`src/rtl/seven_seg_pkg.sv`:
```
`default_nettype none
// ============================================================================
//  Module      : seven_seg_pkg
//  Description : Shared constants for the seven-segment scan driver: segment
//                bit positions, active-high hex glyph patterns and the
//                counter width helper.
//  Revision    : 1.0 - initial release
// ============================================================================
package seven_seg_pkg;

    // Bit positions inside the 7-bit segment vector (a is the MSB).
    localparam int SEG_A = 6;
    localparam int SEG_B = 5;
    localparam int SEG_C = 4;
    localparam int SEG_D = 3;
    localparam int SEG_E = 2;
    localparam int SEG_F = 1;
    localparam int SEG_G = 0;

    // Active-high glyphs, bit order {a,b,c,d,e,f,g}.
    localparam logic [6:0] HEX_0 = 7'b1111110;  // abcdef
    localparam logic [6:0] HEX_1 = 7'b0110000;  // bc
    localparam logic [6:0] HEX_2 = 7'b1101101;  // abdeg
    localparam logic [6:0] HEX_3 = 7'b1111001;  // abcdg
    localparam logic [6:0] HEX_4 = 7'b0110011;  // bcfg
    localparam logic [6:0] HEX_5 = 7'b1011011;  // acdfg
    localparam logic [6:0] HEX_6 = 7'b1011111;  // acdefg
    localparam logic [6:0] HEX_7 = 7'b1110000;  // abc
    localparam logic [6:0] HEX_8 = 7'b1111111;  // abcdefg
    localparam logic [6:0] HEX_9 = 7'b1111011;  // abcdfg
    localparam logic [6:0] HEX_A = 7'b1110111;  // abcefg
    localparam logic [6:0] HEX_B = 7'b0011111;  // cdefg
    localparam logic [6:0] HEX_C = 7'b1001110;  // adef
    localparam logic [6:0] HEX_D = 7'b0111101;  // bcdeg
    localparam logic [6:0] HEX_E = 7'b1001111;  // adefg
    localparam logic [6:0] HEX_F = 7'b1000111;  // aefg

    // Width of a counter that spans 0..n-1; never narrower than one bit.
    function automatic int cnt_width(input int n);
        return (n < 2) ? 1 : $clog2(n);
    endfunction

endpackage : seven_seg_pkg
`default_nettype wire

```
`src/rtl/hex_to_seg.sv`:
```
`default_nettype none
// ============================================================================
//  Module      : hex_to_seg
//  Description : Combinational hex nibble to active-high segment pattern.
//                Polarity and blanking are handled by the caller.
//  Revision    : 1.0 - initial release
// ============================================================================
module hex_to_seg
    import seven_seg_pkg::*;
(
    input  logic [3:0] value,
    output logic [6:0] pattern
);

    // Table lookup of the glyph for the incoming nibble.
    always_comb begin
        pattern = HEX_0;
        case (value)
            4'h0: pattern = HEX_0;
            4'h1: pattern = HEX_1;
            4'h2: pattern = HEX_2;
            4'h3: pattern = HEX_3;
            4'h4: pattern = HEX_4;
            4'h5: pattern = HEX_5;
            4'h6: pattern = HEX_6;
            4'h7: pattern = HEX_7;
            4'h8: pattern = HEX_8;
            4'h9: pattern = HEX_9;
            4'hA: pattern = HEX_A;
            4'hB: pattern = HEX_B;
            4'hC: pattern = HEX_C;
            4'hD: pattern = HEX_D;
            4'hE: pattern = HEX_E;
            4'hF: pattern = HEX_F;
            default: pattern = HEX_0;
        endcase
    end

endmodule : hex_to_seg
`default_nettype wire

```
`src/rtl/seven_seg_scan_driver.sv`:
```
`default_nettype none
// ============================================================================
//  Module      : seven_seg_scan_driver
//  Description : N-digit multiplexed seven-segment driver with per-digit
//                blanking and decimal points, anode dead-time and a
//                double-buffered (pending/shadow) display image that only
//                changes on frame boundaries.
//  Revision    : 1.0 - initial release
// ============================================================================
module seven_seg_scan_driver
    import seven_seg_pkg::*;
#(
    parameter int NUM_DIGITS  = 4,
    parameter int SLOT_CYCLES = 50000,
    parameter int DEAD_CYCLES = 1000,
    parameter int ACTIVE_LOW  = 1
) (
    input  logic                    clk,
    input  logic                    reset,
    input  logic [4*NUM_DIGITS-1:0] digits,
    input  logic [NUM_DIGITS-1:0]   dp_in,
    input  logic [NUM_DIGITS-1:0]   blank,
    input  logic                    load,
    output logic [NUM_DIGITS-1:0]   an,
    output logic [6:0]              seg,
    output logic                    dp,
    output logic                    frame_tick
);

    localparam int CNT_W = cnt_width(SLOT_CYCLES);
    localparam int IDX_W = cnt_width(NUM_DIGITS);

    localparam logic [CNT_W-1:0] C_CNT_LAST = CNT_W'(SLOT_CYCLES - 1);
    localparam logic [IDX_W-1:0] C_IDX_LAST = IDX_W'(NUM_DIGITS - 1);

    // Electrical level for a dark / lit anode or segment.
    localparam logic C_DARK = (ACTIVE_LOW != 0) ? 1'b1 : 1'b0;
    localparam logic C_LIT  = ~C_DARK;

    logic [CNT_W-1:0]        r_cnt;
    logic [IDX_W-1:0]        r_idx;

    logic [4*NUM_DIGITS-1:0] r_pend_digits;
    logic [NUM_DIGITS-1:0]   r_pend_dp;
    logic [NUM_DIGITS-1:0]   r_pend_blank;
    logic [4*NUM_DIGITS-1:0] r_sh_digits;
    logic [NUM_DIGITS-1:0]   r_sh_dp;
    logic [NUM_DIGITS-1:0]   r_sh_blank;

    logic [NUM_DIGITS-1:0]   r_an;
    logic [6:0]              r_seg;
    logic                    r_dp;
    logic                    r_frame_tick;

    logic                    w_slot_end;
    logic                    w_frame_end;
    logic                    w_anode_on;
    logic [3:0]              w_cur_digit;
    logic                    w_cur_dp;
    logic                    w_cur_blank;
    logic [6:0]              w_pattern;
    logic [NUM_DIGITS-1:0]   w_an_next;
    logic [6:0]              w_seg_next;
    logic                    w_dp_next;

    assign w_slot_end  = (r_cnt == C_CNT_LAST);
    assign w_frame_end = w_slot_end && (r_idx == C_IDX_LAST);

    // With no dead time the anode is lit for the whole slot; otherwise only
    // once the slot counter has passed the blanking window.
    generate
        if (DEAD_CYCLES == 0) begin : g_no_dead
            assign w_anode_on = 1'b1;
        end else begin : g_dead
            localparam logic [CNT_W-1:0] C_CNT_DEAD = CNT_W'(DEAD_CYCLES);
            assign w_anode_on = (r_cnt >= C_CNT_DEAD);
        end
    endgenerate

    // Slot counter and digit index; index advances at the end of every slot.
    always_ff @(posedge clk or posedge reset) begin
        if (reset) begin
            r_cnt <= '0;
            r_idx <= '0;
        end else if (w_slot_end) begin
            r_cnt <= '0;
            r_idx <= (r_idx == C_IDX_LAST) ? '0 : r_idx + 1'b1;
        end else begin
            r_cnt <= r_cnt + 1'b1;
        end
    end

    // Pending captures every load; shadow takes pending at each frame
    // boundary, bypassing pending when the load coincides with the boundary.
    always_ff @(posedge clk or posedge reset) begin
        if (reset) begin
            r_pend_digits <= '0;
            r_pend_dp     <= '0;
            r_pend_blank  <= '0;
            r_sh_digits   <= '0;
            r_sh_dp       <= '0;
            r_sh_blank    <= '0;
        end else begin
            if (load) begin
                r_pend_digits <= digits;
                r_pend_dp     <= dp_in;
                r_pend_blank  <= blank;
            end
            if (w_frame_end) begin
                r_sh_digits <= load ? digits : r_pend_digits;
                r_sh_dp     <= load ? dp_in  : r_pend_dp;
                r_sh_blank  <= load ? blank  : r_pend_blank;
            end
        end
    end

    // Select the shadow entry for the digit currently being scanned.
    always_comb begin
        w_cur_digit = '0;
        w_cur_dp    = 1'b0;
        w_cur_blank = 1'b0;
        for (int i = 0; i < NUM_DIGITS; i++) begin
            if (r_idx == IDX_W'(i)) begin
                w_cur_digit = r_sh_digits[4*i +: 4];
                w_cur_dp    = r_sh_dp[i];
                w_cur_blank = r_sh_blank[i];
            end
        end
    end

    hex_to_seg u_hex_to_seg (
        .value   (w_cur_digit),
        .pattern (w_pattern)
    );

    // Next output levels: one anode at most, blanking overrides the glyph.
    always_comb begin
        w_an_next = {NUM_DIGITS{C_DARK}};
        for (int i = 0; i < NUM_DIGITS; i++) begin
            if ((r_idx == IDX_W'(i)) && w_anode_on) begin
                w_an_next[i] = C_LIT;
            end
        end
        if (w_cur_blank) begin
            w_seg_next = {7{C_DARK}};
            w_dp_next  = C_DARK;
        end else begin
            w_seg_next = w_pattern ^ {7{C_DARK}};
            w_dp_next  = w_cur_dp ? C_LIT : C_DARK;
        end
    end

    // Output registers keep the board pins glitch-free.
    always_ff @(posedge clk or posedge reset) begin
        if (reset) begin
            r_an         <= {NUM_DIGITS{C_DARK}};
            r_seg        <= {7{C_DARK}};
            r_dp         <= C_DARK;
            r_frame_tick <= 1'b0;
        end else begin
            r_an         <= w_an_next;
            r_seg        <= w_seg_next;
            r_dp         <= w_dp_next;
            r_frame_tick <= w_frame_end;
        end
    end

    assign an         = r_an;
    assign seg        = r_seg;
    assign dp         = r_dp;
    assign frame_tick = r_frame_tick;

endmodule : seven_seg_scan_driver
`default_nettype wire
```
`config.mk`:
```
export PLATFORM = sky130hd
export DESIGN_NAME = seven_seg_scan_driver
export DESIGN_NICKNAME = d
export VERILOG_FILES = /design/src/rtl/seven_seg_pkg.sv /design/src/rtl/hex_to_seg.sv /design/src/rtl/seven_seg_scan_driver.sv
export SDC_FILE = /design/constraint.sdc
export NUM_CORES = 1
export LEC_CHECK = 0
export ABC_AREA = 1
export CAP_MARGIN = 0
export CORE_AREA = 4 4 105 107
export CTS_CLUSTER_DIAMETER = 120
export DETAILED_ROUTE_END_ITERATION = 8
export DIE_AREA = 0 0 109 111
export REMOVE_ABC_BUFFERS = 1
export SYNTH_ARGS = -nofsm -noshare
export SYNTH_HDL_FRONTEND = slang
export SYNTH_HIERARCHICAL = 1
export SYNTH_SLANG_ARGS = --single-unit
```
`constraint.sdc`:
```
create_clock -name clk -period 8.2 [get_ports clk]
set_clock_uncertainty 0.15 [all_clocks]
set_input_delay 1.64 -clock clk [delete_from_list [all_inputs] [get_ports clk]]
set_output_delay 1.64 -clock clk [all_outputs]
set_load 0.05 [all_outputs]
```
; ---- Word-level counts from Yosys, hierarchy flattened
; Memories as Yosys holds them, arrays and structs flattened.
; Cells that the tools add are included.
[word_totals]
ff_bits = 79
rom_bits = 112
output_inout_bits = 13
elab_cells = 51
n_memories = 1
[mem_list]
columns = name, words, width, rd, rd_ports_with_merged_regs, write_ports, line
row1 = (no name shown), 16, 7, 1, 0, 0, hex_to_seg.sv:18  ; case (value)
[classes]
addsub = 2
order_cmp = 1
eq_ne = 4
muxes = 24
bitwise_logic = 1
reduce_logical = 6
[op_table]
columns = cell, count
row1 = $mux W16, 2
row2 = $mux W4, 6
row3 = $add A16 B1 Y16 const B, 1
row4 = $eq A16 B16 Y1 const B, 1
row5 = $ge A16 B10 Y1 const B, 1
row6 = $mux W1, 14
row7 = $mux W7, 1
row8 = $not A7 Y7, 1
row9 = $logic_and A1 B1 Y1, 5
row10 = $eq A2 B2 Y1 const B, 2
row11 = $add A2 B1 Y2 const B, 1
row12 = $eq A2 B1 Y1 const B, 1
row13 = $logic_not A2 Y1, 1
row14 = $mux W2, 1

; ---- Depth between registers and ports, before layout
; Gate-level depths: netlist of run 1.
; An unclocked memory read counts as a cell.
[depth]
depth_word = 8
ltp_mapped = 15

; ---- Cells and area by module
; Netlist of run 1, hierarchy kept.
[modules_own_cells]
columns = module, n_inst, cells_each, area_each_um2
row1 = seven_seg_scan_driver, 1, 428, 3657.3
row2 = hex_to_seg, 1, 52, 270.3

; ---- Worst setup path after synthesis of run 1
; OpenSTA, ideal clock, no wires.
[synth_path]
path_kind = in2reg
start = input load
end = register r_sh_blank[3]
arrival_ns = 2.269
required_ns = 7.984
setup_slack_ns = 5.715
stages = 6
path_cell_list = buf_2 buf_2 nand2_1 o21ai_0 nand4_1 nand2_1
[synth_between]
elab_chain_len = 1
[synth_lines]
columns = item, line
row1 = from (decl), seven_seg_scan_driver.sv:23  ; input logic load,
row2 = $mux W4, seven_seg_scan_driver.sv:112  ; r_sh_blank <= load ? blank : r_pend_blank;
row3 = to (signal assigned), seven_seg_scan_driver.sv:112
row4 = to (decl), seven_seg_scan_driver.sv:48  ; logic [NUM_DIGITS-1:0] r_sh_blank;
; Every way passes these cells.
; A chain may end at the register's enable or synchronous reset.

; ---- Worst setup path in the final report of run 1
[layout_path]
start = register r_an[0] (netlist: an[0])
end = output an[0]
[layout_lines]
columns = item, line
row1 = from (decl), seven_seg_scan_driver.sv:50  ; logic [NUM_DIGITS-1:0] r_an;
row2 = from (signal assigned), seven_seg_scan_driver.sv:156  ; r_an <= {NUM_DIGITS{C_DARK}};
row3 = from (signal assigned), seven_seg_scan_driver.sv:161  ; r_an <= w_an_next;
row4 = to (decl), seven_seg_scan_driver.sv:24  ; output logic [NUM_DIGITS-1:0] an,
; No word-level cell between the ends.

==> results.txt, run 1 <==
* Result of the run: completed
- Peak VDD IR: 0.0613 mV
* Beginning of the critical path: an[0]
- Summing the areas of all compound-gate instances in the mapped netlist gives 6.50% of the synthesized area.
- The floorplan step defined a core boundary enclosing 10100 µm².
* CP Capture Type: primary output
- For the final routed database, the setup TNS stands at 0 ns.
- Data arrives at the worst endpoint at 1.67 ns.
- CP Buf/Inv Count: 1
- Netlist area before placement: 3930 µm²
- Setup repair after global routing left no endpoint under its margin.
* Adder-cell share of the synthesized area: 4.14%
- Final count of negative-setup-slack endpoints: 0
- Cells fill 45.5% of the core in the end.
* Detail-routed net length per standard cell: 11.8 µm
* Critical path's largest stage delay: 0.79 ns
- Static leakage: 0.00228 µW
- Deepest clock path buffer count: 2
- Compared with the post-synthesis result, the final layout area differs by 17.5%.
- The first global-routing pass estimated 13700 µm of wire.
* Kind of start point of the critical path: register
* Most common cell after layout, fill and taps aside: nand2_1
- In the layout the commonest cells are nand2_1, dfrtp_1, inv_1.
* TritonCTS buffer count: 9
* # Max-Cap Violations: 0
* Htree depth: 3
- Worst endpoint required time: 6.41 ns
* Clock sinks: 79
* DPL Wire Length: 5320 µm
- Reg2Reg Launch Point: r_idx[0]
- Pins over their slew limit: 0
- For this run, the register share of the synthesized area comes to 50.7%.
* Final worst-path cycle share: 42.2%
* Area fraction in and, or, nand and nor cells after synthesis: 29.0%
- After synthesis, the netlist uses 28 different library cells.
* Drc violations: 0
- The initial antenna violation count was 0.
- Nets@finish: 556
* N_diodes: 0
- After clock tree synthesis, the flow added hold-fix buffers numbering 0.
- Worst-margin pin slew: 0.985 ns
- Ordered list of cells on the worst path: clkdlybuf4s50_1
- The worst register-to-register path has a setup slack of 5.49 ns.
* Die boundary height: 111 µm
* Top Family by Delay on Critical Path: buffers and inverters
* Logic gate share of total power: 4.9%
- The clock network burns 41.0% of the power.
- The number of global-route vias before repair is 2902.
* Sum of overflow across all layers after global routing: 0
- Post-synthesis share of cell area spent on xor and xnor gates: 0.892%
- For this design the total switching power over the nets is 180 µW.
- After detailed routing, the number of vias per cell comes to 4.63.
- Worst hold path startpoint: r_sh_digits[7]
- Synth Register Bits: 79
- Pwr dens: 161 nW/µm²
- Endpoints failing hold: 0
- Number of gates resized after cts: 0
* DRT iter0 DRCs: 142
- Entering global routing, the biggest net connects 80 pins.
- After clock tree synthesis, the clock-pin slew on the worst setup and hold paths is 0.09 ns.
- Total wire length: 7720 µm
- Initial core utilization: 38.7%
- In this run the tightest slew margin relative to its limit is 34.3%.
* Gate Count Post-Synth: 480
- The first detailed-routing pass took 4 iterations.
- Based on the critical path, the design can be clocked at up to 0.289 GHz.
* Switching Fraction: 24.2%
- Synth Area per Inst: 8.18 µm²
- The largest individual stage delay along the critical path comes from the cell clkdlybuf4s50_1.
- Number of warnings printed during yosys synthesis: 6
* Multiplexer area fraction after synthesis: 0%
- Across all layers, the routed design uses 3045 vias.
* I/O pin count: 40
* Cell-internal power: 564 µW
- Routability-driven placement finished with a final weighted congestion of 0.812.
- Number of cells on the worst reg-to-reg path: 13
* Die Width: 109 µm
* Post-CTS Setup Bufs: 0
- The later pin in the worst-skew pair is clocked with a latency of 0.36 ns.
- TritonCTS built the clock tree.
- In this run the tool buffered the top-level ports with 39 buffer cells.
* Tot GR Track Use: 14.1%
- Worst reg2reg path endpoint: seg[3]
- The count of nets left with antenna violations once routing finished came out at 0.
- Layout cell share with drive strength beyond 1: 9.40%
* Final worst path period need: 3.46 ns
* Endpoint of the worst hold path: r_sh_digits[7]
- Sequential share of power: 54.1%
* Class of the tightest hold or removal check: register to register
- Layout filler cell count: 1012
- Type of the setup path with the least slack: register to primary output
* Total Die Area: 12100 µm²
- Row generation in the floorplan step produced 37 rows.
- The worst hold path was traced through 2 stages.
- After synthesis, the largest family of logic cells by area is simple AND/OR/NAND/NOR gates.
- CTS placed an instance of clkbuf_8 at the clock tree root.
* Maximum fanout encountered on the critical timing path: 1
## power by group through the flow
stage	Clock (µW)	Combinational (µW)	Sequential [µW]
global placement	0	37.1	410
CTS	320	38.1	403
detailed placement	0	37.9	410
floorplan	0	16.6	409
global route	335	43.1	404
finish	305	36.4	403
## flip-flops by register name, summed over array words and instances (netlist names)
signal and count:
r_sh_digits 16, r_sh_dp 4, r_cnt 16, r_pend_blank 4, r_pend_digits 16, r_pend_dp 4
seg 7, dp 1, an 4, frame_tick 1, r_sh_blank 4, r_idx 2
## worst max path at each step
stage | slack, ns | to | cells past startpoint
2_1_floorplan | 4.41 | frame_tick | 1
3_3_place_gp | 5.06 | r_pend_digits[11] | 3
3_5_place_dp | 5.02 | r_pend_digits[11] | 3
4_1_cts | 4.70 | an[0] | 1
5_1_grt | 4.67 | an[0] | 1
6_report | 4.74 | an[0] | 1
## synthesized netlist by cell type
cell type,number,area [µm²]
dfrtp_1,67,1680
inv_2,3,11.3
buf_2,6,30.0
nor2_8,2,40.0
o21ai_0,35,175
nand4_4,1,21.3
nand3_1,19,95.1
nand2_1,159,597
clkinv_1,1,3.75
o211ai_1,1,7.51
ha_1,13,163
clkbuf_1,4,15.0
nand3_4,1,17.5
inv_1,60,225
a22oi_2,1,12.5
nor2_2,4,25.0
nor2_1,34,128
dfstp_2,12,315
xnor2_1,1,8.76
or2_2,1,6.26
nand2_4,1,11.3
nor3_1,3,15.0
xor2_1,3,26.3
buf_6,2,22.5
nand2_2,3,18.8
nand4_1,26,163
a21oi_1,12,60.1
buf_4,5,37.5
## layout make-up
cell class,count,area [µm²],share of cell area (%)
well taps,136,170,3.69
repair buffers,42,413,8.95
flip-flops and latches,79,1990,43.2
clock inverters,7,86.3,1.87
clock buffers,9,124,2.68
inverters,64,240,5.20
multi-input cells,320,1590,34.5
## metrics by stage
stage / std cells / setup WS (ns) / hold WS [ns] / area [µm²] / power [µW]
global route: 657 / 4.67 / 0.358 / 4620 / 782
detailed placement: 641 / 5.02 / 0.313 / 4410 / 448
finish: 657 / 4.74 / 0.329 / 4620 / 744
CTS: 657 / 4.70 / 0.334 / 4620 / 761
global placement: 641 / 5.06 / 0.304 / 4410 / 447
floorplan: 463 / 4.41 / 0.284 / 3820 / 426
## cell families after synthesis
| group | count (synthesis) |
|---|---|
| buffers and inverters | 81 |
| AOI/OAI and AO/OA | 49 |
| DFF | 79 |
| and+or+nand+nor | 254 |
| xor gates and xnor gates | 4 |
| adders and majority gates | 13 |
## routing by layer
layer | share of wire, % | wire, µm | vias up | track usage [%]
li1 | - | - | 1583 | -
met1 | 47 | 3590 | 1394 | 18.6
met2 | 48 | 3730 | 59 | 22.5
met3 | 4.2 | 323 | 9 | 3.32
met4 | 1.0 | 78 | 0 | 5.05
met5 | 0 | 0 | - | 0
No activity file was read; power rests on OpenSTA's default activity.
==> inputs of run 2 (changes only) <==
Clock period 8.2 ns to 3.5 ns, I/O delays scaled along.
==> run 2 against run 1 <==
Sequential power increased by 130%. Sequential share of layout area decreased by 0.31 points. Global-route usage decreased by 0.11 points. Sequential cell count unchanged. Clock power increased to 2.5 times the previous value. Worst hold slack got worse by 0.00064 ns. Combinational power increased by 140%. Register-to-register slack got worse by 4.7 ns. Power increased by 140%. Largest cell class unchanged. Largest power group unchanged.
==> results.txt, run 2 (synthesis results as in run 1) <==
- The critical path goes through ha_1 -> buf_4 -> a21oi_1 -> a21oi_1 -> inv_1 -> nand3_1 -> nand2_1 -> nand2_1.
* CTS tree: yes
- The worst hold path begins at r_sh_digits[2].
- Placer Congestion: 0.826 (+1.7%)
- Worst-margin pin slew: 0.727 ns (-0.258 ns)
- Final count of negative-setup-slack endpoints: 0 (unchanged)
- The total clock sinks came to 79 (unchanged).
* Initial antenna violation count: 0 (unchanged)
- CP Capture Type: register
* I/O pin count: 40 (unchanged)
- Setup repair after global routing left no endpoint under its margin.
* Final worst-path cycle share: 77.4%
- Result of the run: completed
- The tightest min-delay check is of the register to register type.
- The number of gates resized after CTS was 0 (unchanged).
- # Max-Cap Violations: 0 (unchanged)
- The largest registers in the layout are r_cnt: 16 flops, r_pend_digits: 16 flops, r_sh_digits: 16 flops.
* Slew margin rel.: 51.5% (+17 points)
- Syn-to-layout area delta: 18.4%
* DPL Wire Length: 5520 µm (+3.7%)
* Global-route wire length before repair: 13600 µm (-0.81%)
* Drc violations: 0 (unchanged)
- TritonCTS buffer count: 9 (unchanged)
* Hold Path Cell Cnt: 2 (unchanged)
- The summed area of non-filler cells in the final layout came to 4650 µm² (+0.73%).
- Die Width: 109 µm (unchanged)
- Peak VDD IR: 0.208 mV (+240%)
* Kind of start point of the critical path: register
- Largest net degree at the start of global routing: 51 (-36%)
- Endpoints failing hold: 0 (unchanged)
- Floorplan core area: 10100 µm² (unchanged)
- The library cells used most frequently in the layout, excluding fill and tap cells, are nand2_1, dfrtp_1, inv_1.
* Nets@finish: 556 (unchanged)
- Clock transition at the registers of the reported paths: 0.09 ns (about the same)
* Detail-routed net length per standard cell: 11.8 µm (+0.47%)
- Ratio of routed vias to standard cells: 4.64 (about the same)
* DRT iter0 DRCs: 129 (-9.2%)
* Worst R2R Setup Slack: 0.79 ns (-4.70 ns)
- The clock latency at the later pin of the worst-skew pair was 0.36 ns (about the same).
* Number of nets still failing antenna checks after routing: 0 (unchanged)
- Pwr dens: 388 nW/µm² (+140%)
* Htree depth: 3 (unchanged)
- The hold-fix buffer count after cts was 0 (unchanged).
- Number of iterations in the first detailed-routing pass: 5 (+1)
- Cell with the biggest individual delay on the critical path: a21oi_1
- Post-CTS Setup Bufs: 0 (unchanged)
- N_diodes: 0 (unchanged)
- The post-layout total power is 1800 µW (+140%).
- Critical path's largest stage delay: 0.61 ns (-0.18 ns)
- Setup TNS: 0 ns (unchanged)
- Pins over their slew limit: 0 (unchanged)
- For this run, the top clock speed supported by timing is 0.369 GHz.
- The share of the core filled with cells is 45.9% (+0.33 points).
- The data arrival time of the worst path was 2.84 ns (+1.17 ns).
- Post-route worst hold slack: 0.328 ns (-0.000644 ns)
* Endpoint of the worst hold path: r_sh_digits[2]
- Number of cells on the worst reg-to-reg path: 8 (-5)
* Total wire length: 7760 µm (+0.47%)
* Worst endpoint required time: 3.64 ns (-2.77 ns)
- The clock period could shrink to 2.71 ns.
- Type of the setup path with the least slack: register to register
* CTS Root Cell: clkbuf_8
- The global-route congestion overflow total came to 0 (unchanged).
- Most common cell after layout, fill and taps aside: nand2_1
- The count of input and output buffers is 39 (unchanged).
* Total Die Area: 12100 µm² (unchanged)
- Cell area after placement: 4420 µm² (+0.28%)
- The worst register-to-register path begins at r_idx[0].
- Grouping stages by cell kind, the critical path spends the most delay in compound AO/OA/AOI/OAI gates.
- The row count was 37 (unchanged).
* Layout cell share with drive strength beyond 1: 9.40% (unchanged)
- The number of buffers between clock root and the deepest sink came to 2 (unchanged).
* Vias post-DR: 3047 (+0.066%)
* Worst reg2reg path endpoint: seg[6]
* Initial core utilization: 38.7% (unchanged)
- Maximum fanout encountered on the critical timing path: 18 (+17)
- Tot GR Track Use: 14.0% (-0.11 points)
- The number of global-route vias before repair was 2920 (+0.62%).
* Die boundary height: 111 µm (unchanged)
- CP Buf/Inv Count: 2 (+1)
- Static leakage: 0.00229 µW (+0.52%)
run 2: cell types whose count changed in the layout (fill, tap and decap cells not counted):
cell,delta
buf_4,-1
inv_6,-2
buf_12,+1
clkinvlp_4,+1
clkinv_4,-1
inv_8,-2
clkbuf_8,+2
clkinv_2,+1
bufinv_16,+1
run 2: how the worst max path moves through the flow:
stage	to	slack, ns	start	cells past startpoint
final	seg[6]	0.79	r_idx[0]	8
after global routing	seg[3]	0.51	r_idx[0]	9
after CTS	seg[3]	0.84	r_idx[0]	13
after detailed placement	seg[3]	0.85	r_idx[0]	13
after global placement	seg[3]	0.88	r_idx[0]	13
after floorplan	frame_tick	0.65	reset	1
run 2: layer usage:
layer	track usage, %	part of all wire, %	up-vias
met4	5.72	1.9	0
met1	19.2	48	1391
met3	2.68	4.8	12
li1	-	-	1582
met2	21.6	46	62
met5	0	0	-
run 2: cell type report:
cell class | instances | area, µm²
fillers | 1015 | 5490
clock inverters | 5 | 80.1
clock buffers | 11 | 151
well taps | 136 | 170
inverters | 64 | 240
repair buffers | 42 | 425
flip-flops and latches | 79 | 1990
multi-input cells | 320 | 1590
run 2: report_power, final:
| group | switching [µW] | internal, µW | total [µW] | leakage, µW |
|---|---|---|---|---|
| Combinational | 49.3 | 39.2 | 88.5 | 0.00130 |
| Sequential | 6.23 | 937 | 944 | 0.000879 |
| Clock | 330 | 439 | 770 | 0.000112 |
| Total | 386 | 1420 | 1800 | 0.00229 |
run 2: stage by stage:
step / setup slack, ns / instances
6_report: 0.793 / 657
5_1_grt: 0.511 / 657
4_1_cts: 0.842 / 657
3_5_place_dp: 0.854 / 641
3_3_place_gp: 0.883 / 641
2_1_floorplan: 0.646 / 463
run 2: worst register-to-register path, stage by stage, from the launching register on:
cell and delay [ns]:
dfrtp_1 0.39, ha_1 0.55, buf_4 0.35, a21oi_1 0.07
a21oi_1 0.61, inv_1 0.25, nand3_1 0.15, nand2_1 0.06
nand2_1 0.06
==> inputs of run 3 (changes only) <==
Clock period 3.5 ns to 2.7 ns, I/O delays scaled along.
==> run 3 against run 2 <==
Final area is 0.40% lower. Sequential power increased by 29%. Critical path depth up 3.
==> results.txt, run 3 (synthesis results as in run 1) <==
- Highest Clock Rate: 0.418 GHz (+13%)
- Peak VDD IR: 0.251 mV (+21%)
- Hold buffer count at cts: 0 (unchanged)
- Final Core Density: 45.7% (-0.19 points)
- By startpoint and endpoint, the worst setup path is classified as register to register.
- In the layout the commonest cells are nand2_1, dfrtp_1, inv_1.
- Total Die Area: 12100 µm² (unchanged)
* Syn-to-layout area delta: 17.9%
- Signal arrival time at the worst endpoint: 2.50 ns (-0.34 ns)
- The root buffer cell chosen for the clock tree is clkbuf_8.
* Maximum fanout encountered on the critical timing path: 8 (-10)
* Worst reg2reg path endpoint: seg[6]
- DRT iter0 DRCs: 93 (-28%)
* Beginning of the critical path: r_idx[0]
* Number of standard-cell rows in the floorplan: 37 (unchanged)
- Result of the run: completed
- Tot GR Track Use: 13.7% (-0.34 points)
* N_diodes: 0 (unchanged)
- The leakage power came to 0.00229 µW (-0.15%).
* Sequential share of power: 57.9% (+5.5 points)
* Cell with the biggest individual delay on the critical path: a21oi_1
- The H-tree depth is 3 (unchanged).
- Class of the tightest hold or removal check: register to register
* Number of iterations in the first detailed-routing pass: 4 (-1)
- The clock transition at the register clock pins on the worst setup and hold paths after CTS was 0.08 ns (about the same).
- The number of buffers between clock root and the deepest sink came to 2 (unchanged).
* Layout cell share with drive strength beyond 1: 10.3% (+0.88 points)
- The global-route wire length before repair is 13600 µm (-0.25%).
- The number of nets in the final layout is 560 (+0.72%).
* Final count of negative-setup-slack endpoints: 0 (unchanged)
- Total wire length: 7670 µm (-1.1%)
- The placed cell area came to 4450 µm² (+0.68%).
- The relative max-transition margin is 55.0% (+3.5 points).
- Initial antenna violation count: 0 (unchanged)
- Number of gates resized after cts: 0 (unchanged)
* Logic gate share of total power: 5.3% (+0.4 points)
- The total clock sinks is 79 (unchanged).
- The clock latency at the later pin of the worst-skew pair came to 0.34 ns (-0.02 ns).
- The logic depth of the worst path, buffers included came to 11 (+3).
* CP Buf/Inv Count: 2 (unchanged)
* Reg2Reg Launch Point: r_idx[0]
* Number of global-route vias before repair: 3044 (+4.2%)
- The most critical setup path has its endpoint at seg[6].
- Part of the power in the clock network: 36.8% (-5.9 points)
- Storage element area: 1990 µm² (unchanged)
- Cell-internal power: 1620 µW (+15%)
- DPL Wire Length: 5560 µm (+0.68%)
* # Max-Cap Violations: 0 (unchanged)
- The via count was 3042 (-0.16%).
- Ordered list of cells on the worst path: inv_1 -> ha_1 -> nand2_1 -> o21ai_0 -> nand2_1 -> a21oi_1 -> inv_2 -> nand2_1 -> nand3_1 -> nand2_1 -> nand2_1
* Switching power: 489 µW (+27%)
- TritonCTS built the clock tree.
- Die boundary height: 111 µm (unchanged)
* TritonCTS buffer count: 9 (unchanged)
- The post-detailed-route via-to-cell ratio was 4.60 (-0.77%).
* Layout filler cell count: 1041 (+2.6%)
- CP Capture Type: register
- Multi-input gate area in the final layout: 1600 µm² (+0.47%)
* I/O pin count: 40 (unchanged)
- The number of post-CTS setup repair buffers was 0 (unchanged).
* Initial core utilization: 38.7% (unchanged)
- Top Family by Delay on Critical Path: compound AO/OA/AOI/OAI gates
* Number of cells on the worst reg-to-reg path: 11 (+3)
- Final design instance area without fill: 4630 µm² (-0.40%)
- Worst R2R Setup Slack: 0.31 ns (-0.48 ns)
* CP dominant cell by count: nand2_1
* Detail-routed net length per standard cell: 11.6 µm (-1.7%)
- Post-route worst hold slack: 0.324 ns (-0.00428 ns)
- In the final layout, the registers with the most flip-flops are r_cnt: 16 flops, r_pend_digits: 16 flops, r_sh_digits: 16 flops.
- The power per cell area was 456 nW/µm² (+18%).
- Setup repair after global routing left no endpoint under its margin.
- Drc violations: 0 (unchanged)
* Worst endpoint required time: 2.81 ns (-0.83 ns)
- The number of max-slew violations in the final report came to 0 (unchanged).
- Sum of overflow across all layers after global routing: 0 (unchanged)
- Largest net degree at the start of global routing: 80 (+57%)
* Final worst-path cycle share: 88.6% (+11 points)
- Final worst path period need: 2.39 ns (-0.316 ns)
- The horizontal die dimension is 109 µm (unchanged).
- Setup TNS: 0 ns (unchanged)
- The worst setup path is launched from a register.
* Switching Fraction: 23.1% (+1.7 points)
- The library cell used most frequently in the layout, excluding fill and tap cells, is nand2_1.
- Endpoints failing hold: 0 (unchanged)
- The largest stage delay on the critical path is 0.54 ns (-0.07 ns).
* Number of nets still failing antenna checks after routing: 0 (unchanged)
* Count of input and output buffers: 39 (unchanged)
- Placer Congestion: 0.828 (+0.23%)
* Floorplan core area: 10100 µm² (unchanged)
- Worst-margin pin slew: 0.674 ns (-0.0529 ns)
## run 3: cell count changes in the layout (fill, tap and decap cells not counted), sizes merged
cell | previous run | this run
buf | 3 | 7
clkinv | 2 | 4
bufinv | 2 | 0
## run 3: final cells by class
type / count / share of cell area, %
clock inverter: 5 / 0.730
clock buffer: 11 / 3.05
tap: 136 / 3.67
sequential: 79 / 43.0
timing repair buffer: 46 / 9.84
inverter: 64 / 5.19
multi-input combinational: 320 / 34.5
## run 3: power groups by stage
stage	combinational, µW	sequential, µW	clock (µW)
2_1_floorplan	50.3	1240	0
4_1_cts	117	1220	815
3_3_place_gp	116	1250	0
6_report	112	1220	777
3_5_place_dp	116	1250	0
5_1_grt	133	1230	850
## run 3: worst min path at each step
stage                     slack, ns         endpoint            start  cells past startpoint
after global placement         0.31       r_sh_dp[3]       r_sh_dp[3]                      2
final                          0.32       r_sh_dp[3]       r_sh_dp[3]                      2
after CTS                      0.33       r_sh_dp[3]       r_sh_dp[3]                      2
after global routing           0.36   r_sh_digits[9]   r_sh_digits[9]                      2
after floorplan                0.28       r_sh_dp[3]       r_sh_dp[3]                      2
after detailed placement       0.31  r_sh_digits[14]  r_sh_digits[14]                      2
## run 3: through the flow
| stage | cells | setup slack [ns] | total power, µW |
|---|---|---|---|
| 2_1_floorplan | 463 | 0.00648 | 1290 |
| 3_3_place_gp | 645 | 0.364 | 1360 |
| 3_5_place_dp | 645 | 0.210 | 1360 |
| 4_1_cts | 661 | 0.200 | 2160 |
| 5_1_grt | 661 | 0.0412 | 2210 |
| 6_report | 661 | 0.308 | 2110 |
## run 3: per-layer routing
metal / up-vias / part of all wire, % / GRT usage, %
met5: - / 0 / 0
met4: 0 / 2.0 / 4.12
met3: 15 / 4.4 / 4.19
met2: 55 / 47 / 22.1
met1: 1387 / 47 / 17.4
li1: 1585 / - / -
## run 3: worst register-to-register path, delay by kind of cell (launching register included)
kind / cells / cell delay [ns]
AND/OR/NAND/NOR: 6 / 0.46
flip-flops: 1 / 0.42
buffers and inverters: 2 / 0.28
AO/OA/AOI/OAI: 2 / 0.71
adder cells (fa/ha/maj): 1 / 0.30
